--- config.mk ---
export PLATFORM = sky130hd
export DESIGN_NAME = axi_read_arbiter
export DESIGN_NICKNAME = d
export VERILOG_FILES = /design/src/rtl/axi_arb_pkg.sv /design/src/rtl/rr_arb2.sv /design/src/rtl/axi_read_arbiter.sv
export SDC_FILE = /design/constraint.sdc
export NUM_CORES = 1
export LEC_CHECK = 0
export ABC_AREA = 1
export CAP_MARGIN = 20
export CORE_AREA = 2 2 114 116
export CTS_CLUSTER_DIAMETER = 200
export CTS_CLUSTER_SIZE = 25
export DETAILED_ROUTE_END_ITERATION = 10
export DIE_AREA = 0 0 116 118
export GPL_ROUTABILITY_DRIVEN = 1
export PLACE_DENSITY = 0.53
export SYNTH_ARGS = -nofsm -noshare
export SYNTH_HDL_FRONTEND = slang
export SYNTH_SLANG_ARGS = --single-unit
--- constraint.sdc ---
create_clock -name aclk -period 2.1 [get_ports aclk]
set_input_delay 0.42 -clock aclk [delete_from_list [all_inputs] [get_ports aclk]]
set_output_delay 0.42 -clock aclk [all_outputs]
set_load 0.01 [all_outputs]
--- src/rtl/axi_arb_pkg.sv ---
// Shared types and AXI3 field widths for the two-master read arbiter.
// The FSM state encoding is kept here so that every file uses the same one.
package axi_arb_pkg;

  typedef enum logic [1:0] {
    IDLE = 2'd0,
    ADDR = 2'd1,
    DATA = 2'd2
  } state_t;

  localparam int LEN_W   = 4;
  localparam int SIZE_W  = 3;
  localparam int BURST_W = 2;
  localparam int LOCK_W  = 2;
  localparam int CACHE_W = 4;
  localparam int PROT_W  = 3;
  localparam int RESP_W  = 2;

endpackage

--- src/rtl/rr_arb2.sv ---
// Combinational two-way round-robin pick.
// When both masters request, the master that was not served last time wins.
module rr_arb2 (
  input  logic [1:0] req,
  input  logic       last_grant,
  output logic       winner
);

  always_comb begin
    winner = 1'b0;
    case (req)
      2'b01:   winner = 1'b0;
      2'b10:   winner = 1'b1;
      2'b11:   winner = ~last_grant;
      default: winner = 1'b0;
    endcase
  end

endmodule

--- src/rtl/axi_read_arbiter.sv ---
// Shares one external AXI3 AR/R port between the data cache (s0) and the
// instruction cache (s1); one burst outstanding, round-robin between bursts.
module axi_read_arbiter
  import axi_arb_pkg::*;
#(
  parameter int ID_W   = 4,
  parameter int ADDR_W = 32,
  parameter int DATA_W = 32
) (
  input  logic               aclk,
  input  logic               rst,

  input  logic [ID_W-1:0]    s0_arid,
  input  logic [ADDR_W-1:0]  s0_araddr,
  input  logic [LEN_W-1:0]   s0_arlen,
  input  logic [SIZE_W-1:0]  s0_arsize,
  input  logic [BURST_W-1:0] s0_arburst,
  input  logic [LOCK_W-1:0]  s0_arlock,
  input  logic [CACHE_W-1:0] s0_arcache,
  input  logic [PROT_W-1:0]  s0_arprot,
  input  logic               s0_arvalid,
  output logic               s0_arready,
  output logic [ID_W-1:0]    s0_rid,
  output logic [DATA_W-1:0]  s0_rdata,
  output logic [RESP_W-1:0]  s0_rresp,
  output logic               s0_rlast,
  output logic               s0_rvalid,
  input  logic               s0_rready,

  input  logic [ID_W-1:0]    s1_arid,
  input  logic [ADDR_W-1:0]  s1_araddr,
  input  logic [LEN_W-1:0]   s1_arlen,
  input  logic [SIZE_W-1:0]  s1_arsize,
  input  logic [BURST_W-1:0] s1_arburst,
  input  logic [LOCK_W-1:0]  s1_arlock,
  input  logic [CACHE_W-1:0] s1_arcache,
  input  logic [PROT_W-1:0]  s1_arprot,
  input  logic               s1_arvalid,
  output logic               s1_arready,
  output logic [ID_W-1:0]    s1_rid,
  output logic [DATA_W-1:0]  s1_rdata,
  output logic [RESP_W-1:0]  s1_rresp,
  output logic               s1_rlast,
  output logic               s1_rvalid,
  input  logic               s1_rready,

  output logic [ID_W-1:0]    arid,
  output logic [ADDR_W-1:0]  araddr,
  output logic [LEN_W-1:0]   arlen,
  output logic [SIZE_W-1:0]  arsize,
  output logic [BURST_W-1:0] arburst,
  output logic [LOCK_W-1:0]  arlock,
  output logic [CACHE_W-1:0] arcache,
  output logic [PROT_W-1:0]  arprot,
  output logic               arvalid,
  input  logic               arready,

  input  logic [ID_W-1:0]    rid,
  input  logic [DATA_W-1:0]  rdata,
  input  logic [RESP_W-1:0]  rresp,
  input  logic               rlast,
  input  logic               rvalid,
  output logic               rready,

  output logic               grant,
  output logic               busy
);

  state_t     r_state;
  state_t     w_next_state;
  logic       r_grant;
  logic       r_last_grant;
  logic       w_winner;
  logic [1:0] w_req;
  logic       w_arvalid;
  logic       w_rready;

  assign w_req = {s1_arvalid, s0_arvalid};

  rr_arb2 u_rr_arb2 (
    .req       (w_req),
    .last_grant(r_last_grant),
    .winner    (w_winner)
  );

  // Grant is only re-evaluated in IDLE, so a granted burst is never pre-empted.
  always_ff @(posedge aclk) begin
    if (rst) begin
      r_state      <= IDLE;
      r_grant      <= 1'b0;
      r_last_grant <= 1'b1;
    end else begin
      r_state <= w_next_state;
      if (r_state == IDLE && w_req != 2'b00) begin
        r_grant <= w_winner;
      end
      if (r_state == DATA && rvalid && w_rready && rlast) begin
        r_last_grant <= r_grant;
      end
    end
  end

  always_comb begin
    w_next_state = r_state;
    w_arvalid    = 1'b0;
    w_rready     = 1'b0;
    s0_arready   = 1'b0;
    s1_arready   = 1'b0;
    s0_rid       = '0;
    s0_rdata     = '0;
    s0_rresp     = '0;
    s0_rlast     = 1'b0;
    s0_rvalid    = 1'b0;
    s1_rid       = '0;
    s1_rdata     = '0;
    s1_rresp     = '0;
    s1_rlast     = 1'b0;
    s1_rvalid    = 1'b0;

    case (r_state)
      IDLE: begin
        if (w_req != 2'b00) begin
          w_next_state = ADDR;
        end
      end

      // A granted master that drops arvalid early just stalls here.
      ADDR: begin
        w_arvalid  = r_grant ? s1_arvalid : s0_arvalid;
        s0_arready = ~r_grant & arready;
        s1_arready =  r_grant & arready;
        if (w_arvalid && arready) begin
          w_next_state = DATA;
        end
      end

      DATA: begin
        w_rready = r_grant ? s1_rready : s0_rready;
        if (r_grant) begin
          s1_rid    = rid;
          s1_rdata  = rdata;
          s1_rresp  = rresp;
          s1_rlast  = rlast;
          s1_rvalid = rvalid;
        end else begin
          s0_rid    = rid;
          s0_rdata  = rdata;
          s0_rresp  = rresp;
          s0_rlast  = rlast;
          s0_rvalid = rvalid;
        end
        if (rvalid && w_rready && rlast) begin
          w_next_state = IDLE;
        end
      end

      default: w_next_state = IDLE;
    endcase
  end

  assign arid    = r_grant ? s1_arid    : s0_arid;
  assign araddr  = r_grant ? s1_araddr  : s0_araddr;
  assign arlen   = r_grant ? s1_arlen   : s0_arlen;
  assign arsize  = r_grant ? s1_arsize  : s0_arsize;
  assign arburst = r_grant ? s1_arburst : s0_arburst;
  assign arlock  = r_grant ? s1_arlock  : s0_arlock;
  assign arcache = r_grant ? s1_arcache : s0_arcache;
  assign arprot  = r_grant ? s1_arprot  : s0_arprot;

  assign arvalid = w_arvalid;
  assign rready  = w_rready;
  assign grant   = r_grant;
  assign busy    = (r_state != IDLE);

endmodule

==> results by group <==
Placement
  • Place WS: -0.0965 ns
  • Dpl cells: 805
  • Number of port buffers: 294
  • Detailed placement HPWL: 8.32 mm
  • Routability cong.: between 0.8 and 0.9

Timing
  • Endpoints failing setup: 0
  • Final period demand of the worst path: 2.05 ns
  • Final hold vios: 0
  • Period utilization: between 90% and 100%
  • Max Slew Vio Count: 0
  • Slew HR: 83.6%
  • Slew at the pin closest to its max-slew limit: 0.243 ns
  • Hold Worst Slack: 0.461 ns
  • Total negative slack: 0 ns
  • RSZ-0062 raised after global routing: yes
  • Final worst slack: ~0.054 ns
  • Setup Skew: 0.000288 ns
  • FMAX: slightly below 0.5 GHz

Final layout
  • Non-filler instance count after layout: 809
  • Most frequent cells in the layout: 205 x clkdlybuf4s50_1, 179 x nand2_1, 83 x nor2_1, 48 x dlygate4sd2_1, 45 x inv_1
  • Layout cells sized above 1: 3.30%
  • Syn-to-layout area delta: 234%
  • Ant diodes: 0
  • Commonest non-fill, non-tap cell in the layout: clkdlybuf4s50_1
  • Nets: 794

Worst setup path
  • Cell Chain, Critical Path: buf_12 -> nand2_1 -> nand2_1 -> clkdlybuf4s50_1
  • Worst path bufs/invs: 2
  • Worst Path Arrival: between 1.5 and 2 ns
  • Slowest CP cell: clkdlybuf4s50_1
  • Worst EP required: 1.68 ns
  • Crit-path most repeated cell: nand2_1
  • Worst Path Max Fanout: 54
  • WS Path Type: reg -> out
  • Crit-path leading delay family: buffers and inverters
  • Critical Path Max Stage Delay: 0.53 ns
  • Reg2reg setup slack: ~0.76 ns
  • Endpoint class of the critical path: output port
  • Startpoint Class: flop

Yosys
  • Synthesized area per cell: 4.10 um2
  • Synth Area in XOR/XNOR: 0%
  • Mapped Cells: 347
  • Post-Synth Simple-Gate Area: 71.6%
  • Synthesized area: 1420 um2
  • Post-synthesis mux area share: 0%
  • Synth cell types: 14
  • Sequential share of the synthesized area: 5.63%
  • Syn. warnings: 0
  • Post-Syn Nets: 502
  • Yosys reg bits: 4
  • Adder-Cell Fraction of Synth Area: 0%
  • Compound-Gate Fraction of Synth Area: 2.46%
  • Main combinational cell family by area after synthesis: simple AND/OR/NAND/NOR gates

Clock network
  • CTS root buffer: clkbuf_16
  • Clock Pin Slew Worst Setup and Hold Paths: 0.03 ns
  • Clk sinks: 4
  • Worst-skew pair later-pin latency: 0.22 ns
  • Clock Path Buffers: 2
  • Hold Buf Count CTS: 0
  • TritonCTS buffer count: 3
  • Htree depth: 1
  • CTS tree: done

Hold path
  • HP Class: reg -> reg

Outcome
  • Status: complete, no violations

Floorplan
  • DIE HEIGHT: 118 um
  • Initial Util: 11.5%
  • Site row count: 41
  • DIE AREA: about 14000 um2
  • Boundary Pins: 295
  • Core ar.: 12400 um2
  • Die width: 116 um

Routing
  • Routed Antenna Nets: 0
  • DRT Pass-1 Iters: 4
  • Vias: ~3k
  • # DRC: 0
  • Via density: around 3.8
  • Drt initial violations: 83
  • Final WL: slightly above 10 mm
  • WL per Instance: 12.6 um

Pwr
  • Worst vdd ir: 0.232 mV
  • Power, Total: 1.21 mW
  • LEAKAGE: 3.16 nW
  • Power per cell area: 255 nW/um2

GRT
  • Largest net degree at the start of global routing: 55
  • Busiest grt layer: met2
  • Global-route wire length before repair: about 14 mm
  • Number of global-route vias before repair: 2778
  • Total Routing Usage GR: 12.7%
  • Initial antenna violation count: 0
  • Met3 track demand over resource: 2.78%
  • Met2 GRT Util: 24.8%
  • GR Overflow Total: 0
  • Met1 Track Usage GR: roughly 14%

Run
  • Max Cap Violations: 0
==> cell families (layout without fill, tap and decap cells) <==
family                 count (synthesis)  count (layout)
AOI/OAI and AO/OA                      7               7
buffers and inverters                 67             357
DFF                                    4               4
and+or+nand+nor                      269             269
==> metal layers <==
metal,routed length [um],part of all wire [%]
met2,5480,54
met4,59,0.58
met5,0,0
met3,780,7.6
met1,3880,38
==> synthesized netlist by cell type <==
master    number  area (um2)
inv_1         45         169
buf_4          1        7.51
clkbuf_1       2        7.51
o21ai_0        2        10.0
nor2_1        83         312
nand2_1      180         676
nor2_2         1        6.26
inv_2          2        7.51
a21oi_1        5        25.0
buf_2         15        75.1
buf_6          2        22.5
nand3_1        3        15.0
dfxtp_1        4        80.1
nor3_1         2        10.0
==> worst reg2reg max path, delay by kind of cell, from the launching register on <==
family	cells	cell delay (ns)
buffers and inverters	2	0.38
AND/OR/NAND/NOR	4	0.33
flip-flops	1	0.37
AO/OA/AOI/OAI	1	0.15
==> area by class of cell <==
type	count	area, um2
inverters	47	186
repair buffers	307	3140
well taps	172	215
clock buffers	3	75.1
flip-flops and latches	4	81.3
fillers	1360	7660
multi-input cells	276	1060
==> worst paths after layout <==
check	end	depth (start not counted)	startpoint
worst min register to register	r_last_grant	2	r_last_grant
worst min-delay path	r_last_grant	2	r_last_grant
worst max register to register	r_last_grant	7	grant
worst max-delay path	araddr[26]	4	grant
==> flip-flops by register name, indices dropped and copies added (netlist names) <==
register / count
r_state: 2
r_last_grant: 1
grant: 1
==> power by group <==
part / total [mW] / switching (mW) / internal [mW]
logic: 0.834 / 0.318 / 0.516
registers: 0.0855 / 0.00406 / 0.0814
clock network: 0.293 / 0.0503 / 0.243
total: 1.21 / 0.372 / 0.840
==> repair_timing <==
action,CTS,global route
pin swaps,1,1
setup endpoints to repair,81,67
gates cloned,0,1
gates resized for setup,53,42
buffers inserted,0,0
==> metrics by stage <==
stage | cell area (um2) | utilization [%]
6_report | 4760 | 38.3
5_1_grt | 4760 | 38.3
4_1_cts | 4630 | 37.3
3_5_place_dp | 4600 | 37.0
3_3_place_gp | 4600 | 37.0
2_1_floorplan | 1420 | -
(Power assumes the default switching activity.)
